[src/rtl/mem_port_ctrl.sv]
// ---------------------------------------------------------------------------
// mem_port_ctrl: clears one memory port after reset, then serves in-order
// read/write requests through a 2-entry read-response buffer.   Rev 1.0
// ---------------------------------------------------------------------------
`default_nettype none

module mem_port_ctrl #(
  parameter int WIDTH = 8,
  parameter int ADDR  = 3,
  parameter int DEPTH = 2**ADDR
) (
  input  logic             i_clk,
  input  logic             i_rst,
  input  logic             i_req_valid,
  output logic             o_req_ready,
  input  logic             i_req_we,
  input  logic [ADDR-1:0]  i_req_addr,
  input  logic [WIDTH-1:0] i_req_din,
  output logic             o_rsp_valid,
  input  logic             i_rsp_ready,
  output logic [WIDTH-1:0] o_rsp_dout,
  output logic             o_mem_en,
  output logic             o_mem_we,
  output logic [ADDR-1:0]  o_mem_addr,
  output logic [WIDTH-1:0] o_mem_din,
  input  logic [WIDTH-1:0] i_mem_dout,
  output logic             o_init_done
);

  typedef enum logic [0:0] {ST_INIT = 1'b0, ST_RUN = 1'b1} state_t;

  state_t           r_state;
  logic [ADDR-1:0]  r_init_addr;
  logic             r_rd_pend;
  logic [WIDTH-1:0] r_buf [2];
  logic             r_wptr;
  logic             r_rptr;
  logic [1:0]       r_count;

  logic [2:0]       w_occ;
  logic             w_accept;
  logic             w_push;
  logic             w_pop;

  // Ready looks only at registered occupancy so no input can reach it.
  assign w_occ       = {1'b0, r_count} + {2'b00, r_rd_pend};
  assign o_req_ready = (r_state == ST_RUN) && (w_occ < 3'd2);
  assign w_accept    = i_req_valid && o_req_ready;
  assign w_push      = r_rd_pend;
  assign w_pop       = o_rsp_valid && i_rsp_ready;

  assign o_init_done = (r_state == ST_RUN);
  assign o_rsp_valid = (r_count != 2'd0);
  assign o_rsp_dout  = r_buf[r_rptr];

  // Memory port is held idle while reset is applied, even before the edge.
  always_comb begin
    o_mem_en   = 1'b0;
    o_mem_we   = 1'b0;
    o_mem_addr = '0;
    o_mem_din  = '0;
    if (!i_rst) begin
      if (r_state == ST_INIT) begin
        o_mem_en   = 1'b1;
        o_mem_we   = 1'b1;
        o_mem_addr = r_init_addr;
      end else if (w_accept) begin
        o_mem_en   = 1'b1;
        o_mem_we   = i_req_we;
        o_mem_addr = i_req_addr;
        o_mem_din  = i_req_din;
      end
    end
  end

  always_ff @(posedge i_clk) begin
    if (i_rst) begin
      r_state     <= ST_INIT;
      r_init_addr <= '0;
      r_rd_pend   <= 1'b0;
      r_buf[0]    <= '0;
      r_buf[1]    <= '0;
      r_wptr      <= 1'b0;
      r_rptr      <= 1'b0;
      r_count     <= 2'd0;
    end else begin
      case (r_state)
        ST_INIT: begin
          r_init_addr <= r_init_addr + 1'b1;
          if (r_init_addr == ADDR'(DEPTH - 1)) r_state <= ST_RUN;
        end
        default: r_state <= ST_RUN;
      endcase

      r_rd_pend <= w_accept && !i_req_we;

      if (w_push) begin
        r_buf[r_wptr] <= i_mem_dout;
        r_wptr        <= ~r_wptr;
      end
      if (w_pop) r_rptr <= ~r_rptr;

      case ({w_push, w_pop})
        2'b10:   r_count <= r_count + 2'd1;
        2'b01:   r_count <= r_count - 2'd1;
        default: r_count <= r_count;
      endcase
    end
  end

endmodule

`default_nettype wire
[config.mk]
export PLATFORM = sky130hd
export DESIGN_NAME = mem_port_ctrl
export DESIGN_NICKNAME = d
export VERILOG_FILES = /design/src/rtl/mem_port_ctrl.sv
export SDC_FILE = /design/constraint.sdc
export NUM_CORES = 1
export LEC_CHECK = 0
export ABC_CLOCK_PERIOD_IN_PS = 2500
export BUFFER_PORTS_ARGS = -buffer_cell sky130_fd_sc_hd__buf_4
export CAP_MARGIN = 25
export CORE_MARGIN = 2
export CORE_UTILIZATION = 35
export DETAILED_ROUTE_END_ITERATION = 12
export HOLD_SLACK_MARGIN = 0.1
export MAX_ROUTING_LAYER = met4
export PLACE_DENSITY = 0.64
export REMOVE_ABC_BUFFERS = 1
export SYNTH_ARGS = -nofsm -noshare
export SYNTH_HDL_FRONTEND = slang
export SYNTH_SLANG_ARGS = --single-unit
[constraint.sdc]
create_clock -name i_clk -period 2.5 [get_ports i_clk]
set_input_delay 0.125 -clock i_clk [delete_from_list [all_inputs] [get_ports i_clk]]
set_output_delay 0.125 -clock i_clk [all_outputs]
set_load 0.005 [all_outputs]
## Yosys cells after proc, flatten, opt, wreduce, memory -nomap -nowiden

Memory sizes are Yosys's and may differ from the RTL's. A register that Yosys moved wholly into a read port is not among the register bits.
Index checks and enable logic that the tools add are counted.

| word-level totals | value |
|---|---|
| output and inout port bits | 24 |
| bits in registers | 9 |
| memories | 1 |
| logic and storage cells | 50 |
| bits in writable memories | 16 |
| input port bits | 24 |

| operators by class | value |
|---|---|
| order comparisons | 1 |
| eq/ne operators | 3 |
| mux-type cells | 25 |
| reduce and logical (&&, ||, !) cells | 8 |
| add/subtract/negate cells | 4 |
| bitwise operators | 2 |

Memories:

| memory | depth | bits a word | read ports | clocked after memory_dff | wr ports | RTL line | text |
|---|---|---|---|---|---|---|---|
| r_buf | 2 | 8 | 1 | 1 | 2 | 35 | `logic [WIDTH-1:0] r_buf [2];` |

Operator list:

| kind | count |
|---|---|
| $mux W8 | 4 |
| $mux W1 | 17 |
| $mux W3 | 3 |
| $reduce_or A8 Y1 | 1 |
| $logic_and A1 B1 Y1 | 4 |
| $pmux W2 S2 | 1 |
| $reduce_bool A2 Y1 | 2 |
| $add A2 B1 Y3 | 1 |
| $add A3 B1 Y3 const B | 1 |
| $eq A3 B3 Y1 const B | 1 |
| $lt A3 B2 Y1 const B | 1 |
| $add A2 B1 Y2 const B | 1 |
| $eq A2 B1 Y1 const B | 1 |
| $eq A2 B2 Y1 const B | 1 |
| $not A1 Y1 | 2 |
| $sub A2 B1 Y2 const B | 1 |
| $logic_not A1 Y1 | 1 |

## Longest topological paths before layout

Gate-level depths: netlist (run 1).

| depth | value |
|---|---|
| depth in word-level cells | 7 |
| depth in mapped cells | 5 |
| mapped depth without buffers | 5 |

## Least setup slack after synthesis (run 1)

OpenSTA, ideal clock, no wires.

| path | value |
|---|---|
| path type | flip-flop to flip-flop |
| start | reg r_rd_pend |
| end | mem r_buf[0][0], enable pin |
| clock period less this slack | 1.514 ns |
| arrival | 1.130 ns |
| buffers on the path | 0 |
| setup time | 0.384 ns |
| path slack | 0.986 ns |
| stages on the path, launching flop included | 3 |
| required time | 2.116 ns |
| path through | dfxtp_1 inv_1 o21ai_0 |

RTL lines:

| item | RTL line | text |
|---|---|---|
| start: declaration | 34 | `logic r_rd_pend;` |
| start signal: assignment | 95 | `r_rd_pend <= w_accept && !i_req_we;` |
| end: declaration | 35 |  |

## Worst setup path in the final report (run 1)

| path | value |
|---|---|
| start | in i_rst |
| end | out o_mem_addr[2] |

| between the ends | value |
|---|---|
| word-level cells in the longest chain between the ends | 1 |

RTL lines:

| item | RTL line | text |
|---|---|---|
| start: declaration | 13 | `input logic i_rst,` |
| $mux W3 | 62 | `if (!i_rst) begin` |
| end: declaration | 24 | `output logic [ADDR-1:0] o_mem_addr,` |

No other way between the ends.

==> impl_metrics.json, run 1 <==
{
  "status": "complete, no violations",
  "antenna_left": 0,
  "synth.most_common_cell": "and2_1",
  "hp-class": "input pin to flip-flop",
  "track_usage_pct": 13.6,
  "rsz0062_at_grt": "false",
  "grt_pass1_wl_mm": 4.18,
  "worstPathMaxFanout": 14,
  "max-cap-violations": 0,
  "power.switching_mw": 0.153,
  "path_common_cell": "buf_4",
  "synth_top_area_share_pct": 38.6,
  "crit_arrival_ns": 1.94,
  "routedWlPerCell_um": 12.3,
  "power_frac_clock_pct": 23.1,
  "clk_latency_ns": 0.31,
  "final_cells": 206,
  "hp-start": "i_rsp_ready",
  "initialDrtViolationCount": 31,
  "finalPower_mw": 0.736,
  "synth_common_cells": "and2_1, edfxtp_1, dfxtp_1, nor2_1, mux2_2",
  "viasPerCell": 4.39,
  "worstPathRequired_ns": 2.38,
  "drtPass1Iterations": 4,
  "reg2reg_depth": 4,
  "start_util_pct": 36.7,
  "grt_pass1_vias": 948,
  "power.internal_mw": 0.584,
  "tightest_slew_ns": 0.701,
  "ys_seq_area_share_pct": 54.7,
  "dp.cells": 193,
  "io_pins": 48,
  "slowest_delay_ns": 0.58,
  "synth_largest_area_cell": "edfxtp_1",
  "nNetsFinal": 189,
  "hpwl_mm": 1.86,
  "path_delay_family": "buffers and inverters",
  "critPathSlowestCell": "a2111oi_4",
  "diodes": 0,
  "root_buffer": "clkbuf_4",
  "p_sw_share_pct": 20.7,
  "chipWidth_um": 63.6,
  "cp-start-kind": "input pin",
  "area_growth_pct": 41.5,
  "tritoncts": "yes",
  "overflow": 0,
  "rrSetupSlack_ns": 0.93,
  "syn_inst": 104,
  "hold_depth": 4,
  "fmax_ghz": 0.485,
  "setup_viol": 0,
  "synth.distinct_cells": 27,
  "clk_path_buf_depth": 2,
  "cp_num_buf_inv": 3,
  "die_h_um": 63.6,
  "cts_max_level": 1,
  "p_seq_share_pct": 64.4,
  "gp_congestion": 0.660,
  "row_count": 21,
  "end_kind": "primary output",
  "path_cells": "dlygate4sd3_1, buf_4, nand2b_4, a2111oi_4, a22o_1, buf_4",
  "holdWs_ns": 0.241,
  "coreArea_um2": 3390,
  "cts_buffers": 3,
  "grt_max_degree": 15,
  "ys_top_cells_by_area": "edfxtp_1, dfxtp_1, and2_1",
  "cts_resized": 0,
  "syn_area_um2": 1240,
  "synth-seq-cells": 26,
  "p_leak_nw": 0.777,
  "drv_slew": 0,
  "synthFlopType": "edfxtp_1",
  "drive_above_1_share_pct": 40.0,
  "num_vias": 905,
  "worstSetupPathType": "input pin to primary output",
  "dieArea_um2": 4050,
  "synthArstFlopShare_pct": 0,
  "r2r-start": "r_count[0]",
  "min_period_ns": 2.06,
  "post-route-period-util_pct": 82.5,
  "drc_errors": 0,
  "pwr_density_cell_nw_per_um2": 418,
  "fin_tns_setup_ns": 0,
  "synth_edf_count": 16,
  "vdd_drop_max_v": 0.000159,
  "clock_skew_ns": 0.00929,
  "wirelength_mm": 2.54,
  "cts_sinks": 26,
  "r2r-end": "r_count[1]",
  "antenna_found_initial": 0,
  "yosysWarnings": 0,
  "avgSynthCellArea_um2": 12.0,
  "port_buffers": 47,
  "relSlewSlack_pct": 52.9,
  "clk_pin_slew_ns": 0.12,
  "finalHoldViolations": 0,
  "combPwrFrac_pct": 12.4
}
what timing repair did:
action                    CTS  global route
setup buffers               0             0
hold buffers               10             0
hold endpoints to repair   24             0
stage by stage:
step	area [µm²]	utilization (%)	setup WS, ns
CTS	1760	52.0	0.409
floorplan	1220	-	0.986
global placement	1640	48.4	0.925
detailed placement	1640	48.4	0.878
finish	1760	52.0	0.437
global route	1760	52.0	0.319
power by group through the flow:
stage	clock (mW)	combinational (mW)	sequential (mW)
after floorplan	0	0.0277	0.482
after global placement	0	0.0792	0.484
after detailed placement	0	0.0798	0.484
after CTS	0.177	0.0928	0.475
after global routing	0.193	0.101	0.477
final	0.170	0.0917	0.474
final cells by class:
class	instances	area, µm²
fillers	316	1630
flip-flops and latches	26	681
multi-input cells	70	529
repair buffers	58	460
well taps	46	57.6
clock buffers	3	22.5
inverters	3	11.3
per-layer routing:
| metal | track usage, % | vias up | share of wire [%] |
|---|---|---|---|
| met5 | - | - | 0 |
| met4 | 3.26 | 0 | 1.1 |
| met3 | 2.14 | 4 | 3.9 |
| met2 | 23.7 | 28 | 50 |
| met1 | 16.5 | 405 | 45 |
| li1 | - | 468 | - |
cells in the final DEF, fill, tap and decap left out, types with 3 or more instances in the layout:
cell type	instances
buf_4	48
clkbuf_4	3
edfxtp_1	16
nor2_1	10
dfxtp_1	10
ha_1	3
inv_1	3
xnor2_1	3
and2_1	24
mux2_2	8
dlygate4sd3_1	10
or2_2	3
worst register-to-register path, delay by kind of cell (launching register included):
kind	cells	cell delay [ns]
AO/OA/AOI/OAI	2	0.36
adder cells (fa/ha/maj)	1	0.27
flip-flops	1	0.51
AND/OR/NAND/NOR	1	0.37
worst max-delay path by stage:
stage	startpoint	end	slack, ns	cells after the start
4_1_cts	i_rst	o_mem_addr[2]	0.41	6
2_1_floorplan	r_rd_pend	r_buf[0][0]	0.99	2
3_3_place_gp	o_init_done	o_mem_addr[2]	0.92	4
6_report	i_rst	o_mem_addr[2]	0.44	6
3_5_place_dp	o_init_done	o_mem_addr[1]	0.88	4
5_1_grt	i_rst	o_mem_addr[2]	0.32	6
registers in the layout, summed over array words and instances (netlist names), named ones only:
register and count:
o_init_done 1, r_buf 16, r_count 2, r_init_addr 3, r_rd_pend 1, r_rptr 1
r_wptr 1
cell families (layout without fill, tap and decap cells):
| family | Yosys count | after routing | synth area share [%] |
|---|---|---|---|
| buf+inv | 8 | 64 | 2.81 |
| fa+ha+maj | 3 | 3 | 3.02 |
| xor+xnor | 5 | 5 | 3.52 |
| simple gates | 42 | 42 | 19.7 |
| mux | 10 | 10 | 8.84 |
| compound gates | 10 | 10 | 7.44 |
| flops | 26 | 26 | 54.7 |
No activity file was read; power rests on OpenSTA's default activity.
==> run 2, diff against run 1 <==
--- a/config.mk
+++ b/config.mk
@@ -5,7 +5,7 @@
 export SDC_FILE = /design/constraint.sdc
 export NUM_CORES = 1
 export LEC_CHECK = 0
-export ABC_CLOCK_PERIOD_IN_PS = 2500
+export ABC_CLOCK_PERIOD_IN_PS = 2020
 export BUFFER_PORTS_ARGS = -buffer_cell sky130_fd_sc_hd__buf_4
 export CAP_MARGIN = 25
 export CORE_MARGIN = 2
==> constraint.sdc (replaced) <==
create_clock -name i_clk -period 2.02 [get_ports i_clk]
set_input_delay 0.101 -clock i_clk [delete_from_list [all_inputs] [get_ports i_clk]]
set_output_delay 0.101 -clock i_clk [all_outputs]
set_load 0.005 [all_outputs]
==> impl_metrics.json, run 2 (synthesized netlist as in run 1, its figures left out) <==
{
  "hpwl_mm": 1.96,
  "clock_skew_ns": 0.00397,
  "drc_errors": 0,
  "reg_top3": "r_buf: 16 flops, r_init_addr: 3 flops, r_count: 2 flops",
  "viasPerCell": 4.49,
  "gp_congestion": 0.698,
  "drive_above_1_share_pct": 40.5,
  "status": "complete, no violations",
  "path_common_cell": "buf_4",
  "chipWidth_um": 63.6,
  "area_growth_pct": 43.0,
  "setup_viol": 0,
  "overflow": 0,
  "end_kind": "primary output",
  "start_util_pct": 36.7,
  "hp-class": "input pin to flip-flop",
  "finalHoldViolations": 0,
  "grt_pass1_wl_mm": 4.33,
  "row_count": 21,
  "cp-start-kind": "flip-flop",
  "drtPass1Iterations": 4,
  "dp.cells": 194,
  "antenna_found_initial": 0,
  "antenna_left": 0,
  "die_h_um": 63.6,
  "port_buffers": 47,
  "cts_sinks": 26,
  "initialDrtViolationCount": 15,
  "rrSetupSlack_ns": 0.44,
  "track_usage_pct": 14.0,
  "cts_max_level": 1,
  "fin_tns_setup_ns": 0,
  "tritoncts": "yes",
  "post-route-period-util_pct": 90.7,
  "place_ws_ns": 0.465,
  "worstPathMaxFanout": 14,
  "final_cells": 209,
  "dieArea_um2": 4050,
  "final_cell_mix": "buf_4, and2_1, edfxtp_1",
  "routedWlPerCell_um": 12.7,
  "largest_reg_flops": 16,
  "io_pins": 48,
  "vdd_drop_max_v": 0.000276,
  "slowest_delay_ns": 0.50,
  "clk_pin_slew_ns": 0.13,
  "largest-register": "r_buf",
  "rsz0062_at_grt": "false",
  "cts_resized": 0,
  "cp_num_buf_inv": 3,
  "coreArea_um2": 3390,
  "wirelength_mm": 2.65,
  "path_delay_family": "flip-flops",
  "nNetsFinal": 191,
  "pwr_density_cell_nw_per_um2": 515,
  "relSlewSlack_pct": 73.8,
  "crit_arrival_ns": 1.73,
  "fin_ws_ns": 0.187,
  "grt_pass1_vias": 987,
  "clk_path_buf_depth": 2,
  "p_leak_nw": 0.789,
  "diodes": 0,
  "fmax_ghz": 0.546,
  "grt_max_degree": 15,
  "final_common_cell": "buf_4",
  "path_cells": "inv_1, a2111oi_4, buf_4, a32o_1, buf_4",
  "drv_slew": 0,
  "cts_buffers": 3,
  "min_period_ns": 1.83,
  "tightest_slew_ns": 0.393,
  "root_buffer": "clkbuf_4",
  "worstSetupPathType": "flip-flop to primary output",
  "num_vias": 939,
  "max-cap-violations": 0,
  "clk_latency_ns": 0.31,
  "worstPathRequired_ns": 1.92,
  "critPathSlowestCell": "dfxtp_1"
}
## run 2: through the flow
stage / total power [mW] / util [%] / instance area (µm²) / hold slack (ns)
after global placement: 0.696 / 48.6 / 1650 / 0.374
after detailed placement: 0.700 / 48.6 / 1650 / 0.391
final: 0.916 / 52.5 / 1780 / 0.210
after CTS: 0.926 / 52.3 / 1770 / 0.200
after floorplan: 0.630 / - / 1220 / 0.170
after global routing: 0.951 / 52.5 / 1780 / 0.241
## run 2: layer usage
layer	track usage [%]	wire (µm)	share of wire (%)	vias to the layer above
met5	-	0	0	-
met4	3.26	8	0.30	0
met3	2.68	132	5.0	2
met1	15.7	1110	42	437
met2	25.5	1400	53	28
li1	-	-	-	472
## run 2: final cells by class
type                       instances  area (µm²)
clock buffer                       3        22.5
multi-input combinational         70         529
fill                             299        1610
timing repair buffer              60         475
sequential                        26         681
inverter                           3        11.3
tap                               46        57.6
clock inverter                     1        3.75
## run 2: worst min-delay path: stages
cell and delay [ns]:
buf_4 0.08, o21a_1 0.15, xnor2_1 0.09, nor2_1 0.07
## run 2: path summary, 6_finish.rpt
check,cells past startpoint,from,endpoint
worst max register to register,4,r_count[0],r_count[1]
worst min-delay path,4,i_rsp_ready,r_rptr
worst max-delay path,5,o_init_done,o_mem_addr[0]
worst min register to register,2,r_rptr,r_rptr
## run 2: repair_timing
action,CTS,global route
hold endpoints to repair,26,0
setup buffers,0,1
setup endpoints to repair,0,13
hold buffers,10,0
## run 2: power breakdown
group          total (mW)  switching (mW)  internal (mW)
combinational       0.116          0.0408         0.0750
sequential          0.587         0.00880          0.578
clock               0.214           0.142         0.0722
total               0.916           0.191          0.725
==> run 3, diff against run 2 <==
--- a/config.mk
+++ b/config.mk
@@ -9,11 +9,11 @@
 export BUFFER_PORTS_ARGS = -buffer_cell sky130_fd_sc_hd__buf_4
 export CAP_MARGIN = 25
 export CORE_MARGIN = 2
-export CORE_UTILIZATION = 35
+export CORE_UTILIZATION = 30
 export DETAILED_ROUTE_END_ITERATION = 12
 export HOLD_SLACK_MARGIN = 0.1
 export MAX_ROUTING_LAYER = met4
-export PLACE_DENSITY = 0.64
+export PLACE_DENSITY = 0.57
 export REMOVE_ABC_BUFFERS = 1
 export SYNTH_ARGS = -nofsm -noshare
 export SYNTH_HDL_FRONTEND = slang
==> impl_metrics.json, run 3 (synthesized netlist as in run 1, its figures left out) <==
{
  "track_usage_pct": 11.9,
  "diodes": 0,
  "worstSetupPathType": "flip-flop to primary output",
  "largest-register": "r_buf",
  "clk_path_buf_depth": 2,
  "hold_buffers": 0,
  "grt_max_degree": 15,
  "max-cap-violations": 0,
  "gp_congestion": 0.658,
  "initialDrtViolationCount": 11,
  "drv_slew": 0,
  "pwr_density_cell_nw_per_um2": 577,
  "root_buffer": "clkbuf_8",
  "rrSetupSlack_ns": 0.46,
  "rsz0062_at_grt": "false",
  "min_period_ns": 1.77,
  "p_leak_nw": 0.755,
  "clk_latency_ns": 0.27,
  "tritoncts": "yes",
  "row_count": 23,
  "dp.cells": 198,
  "routedWlPerCell_um": 12.3,
  "cts_max_level": 1,
  "antenna_found_initial": 0,
  "setup_viol": 0,
  "area_growth_pct": 36.9,
  "cp_num_buf_inv": 3,
  "grt_pass1_wl_mm": 3.95,
  "dieArea_um2": 4680,
  "place_area_um2": 1650,
  "die_h_um": 68.4,
  "io_pins": 48,
  "worstPathRequired_ns": 1.92,
  "fmax_ghz": 0.565,
  "nFillCells": 376,
  "clk_pin_slew_ns": 0.09,
  "drc_errors": 0,
  "path_cells": "inv_1, a2111oi_4, buf_4, a22o_1, buf_4",
  "cp-start-kind": "flip-flop",
  "crit_arrival_ns": 1.67,
  "cts_resized": 0,
  "drive_above_1_share_pct": 43.1,
  "reg_top3": "r_buf: 16 flops, r_init_addr: 3 flops, r_count: 2 flops",
  "overflow": 0,
  "end_kind": "primary output",
  "fin_tns_setup_ns": 0,
  "hpwl_mm": 1.90,
  "multiInputGateArea_um2": 529,
  "nNetsFinal": 181,
  "critPathSlowestCell": "dfxtp_1",
  "viasPerCell": 4.47,
  "antenna_left": 0,
  "num_vias": 907,
  "final_common_cell": "buf_4",
  "path_common_cell": "buf_4",
  "holdWs_ns": 0.100,
  "port_buffers": 47,
  "register_area_um2": 681,
  "cts_buffers": 3,
  "final_cells": 203,
  "grt_pass1_vias": 904,
  "clock_skew_ns": 0.00619,
  "cts_sinks": 26,
  "worstPathMaxFanout": 14,
  "wirelength_mm": 2.49,
  "post_cts_buffers": 0,
  "drtPass1Iterations": 3,
  "finalHoldViolations": 0,
  "path_delay_family": "flip-flops",
  "slowest_delay_ns": 0.49,
  "hp-class": "input pin to flip-flop",
  "design_area_um2": 1700,
  "vdd_drop_max_v": 0.000208,
  "post-route-period-util_pct": 87.7,
  "coreArea_um2": 4000,
  "final_cell_mix": "buf_4, and2_1, edfxtp_1",
  "status": "complete, no violations",
  "largest_reg_flops": 16,
  "relSlewSlack_pct": 73.5,
  "tightest_slew_ns": 0.397,
  "start_util_pct": 31.1,
  "chipWidth_um": 68.4
}
==> run 3: changes by cell type in the layout (fill, tap and decap cells not counted), sizes merged <==
cell	delta
clkbuf	+1
clkinv	-1
dlygate4sd3	-10
==> run 3: cell type report <==
| class | instances | area share (%) |
|---|---|---|
| flip-flops and latches | 26 | 39.9 |
| multi-input cells | 70 | 31.1 |
| repair buffers | 50 | 22.0 |
| well taps | 50 | 3.67 |
| clock buffers | 4 | 2.64 |
| inverters | 3 | 0.661 |
==> run 3: final timing paths <==
| kind | from | to | depth (start not counted) |
|---|---|---|---|
| max | o_init_done | o_mem_addr[2] | 5 |
| min | i_rst | r_init_addr[1] | 2 |
| max reg2reg | r_count[0] | r_count[1] | 4 |
| min reg2reg | r_rptr | r_rptr | 2 |
==> run 3: worst register-to-register path, delay by kind of cell, from the launching register on <==
kind,cells,cell delay (ns)
AOI/OAI and AO/OA,2,0.36
adders and majority gates,1,0.27
DFF,1,0.49
and+or+nand+nor,1,0.38
==> run 3: power breakdown <==
group	switching, mW	total (mW)	internal (mW)
registers	0.00846	0.586	0.578
logic	0.0363	0.0986	0.0623
clock network	0.157	0.298	0.141
==> run 3: per-layer routing <==
| metal | GRT usage (%) | vias up | part of all wire [%] |
|---|---|---|---|
| met5 | - | - | 0 |
| met4 | 4.50 | 0 | 0.96 |
| met3 | 2.14 | 2 | 7.0 |
| met2 | 20.8 | 40 | 49 |
| met1 | 13.4 | 414 | 43 |
| li1 | - | 451 | - |
==> run 3: metrics by stage <==
stage          worst slack (ns)  utilization (%)  power [mW]
2_1_floorplan             0.506                -       0.630
3_3_place_gp              0.481             41.3       0.696
3_5_place_dp              0.431             41.3       0.699
4_1_cts                   0.130             42.4       0.994
5_1_grt                   0.136             42.6        1.03
6_report                  0.249             42.6       0.983
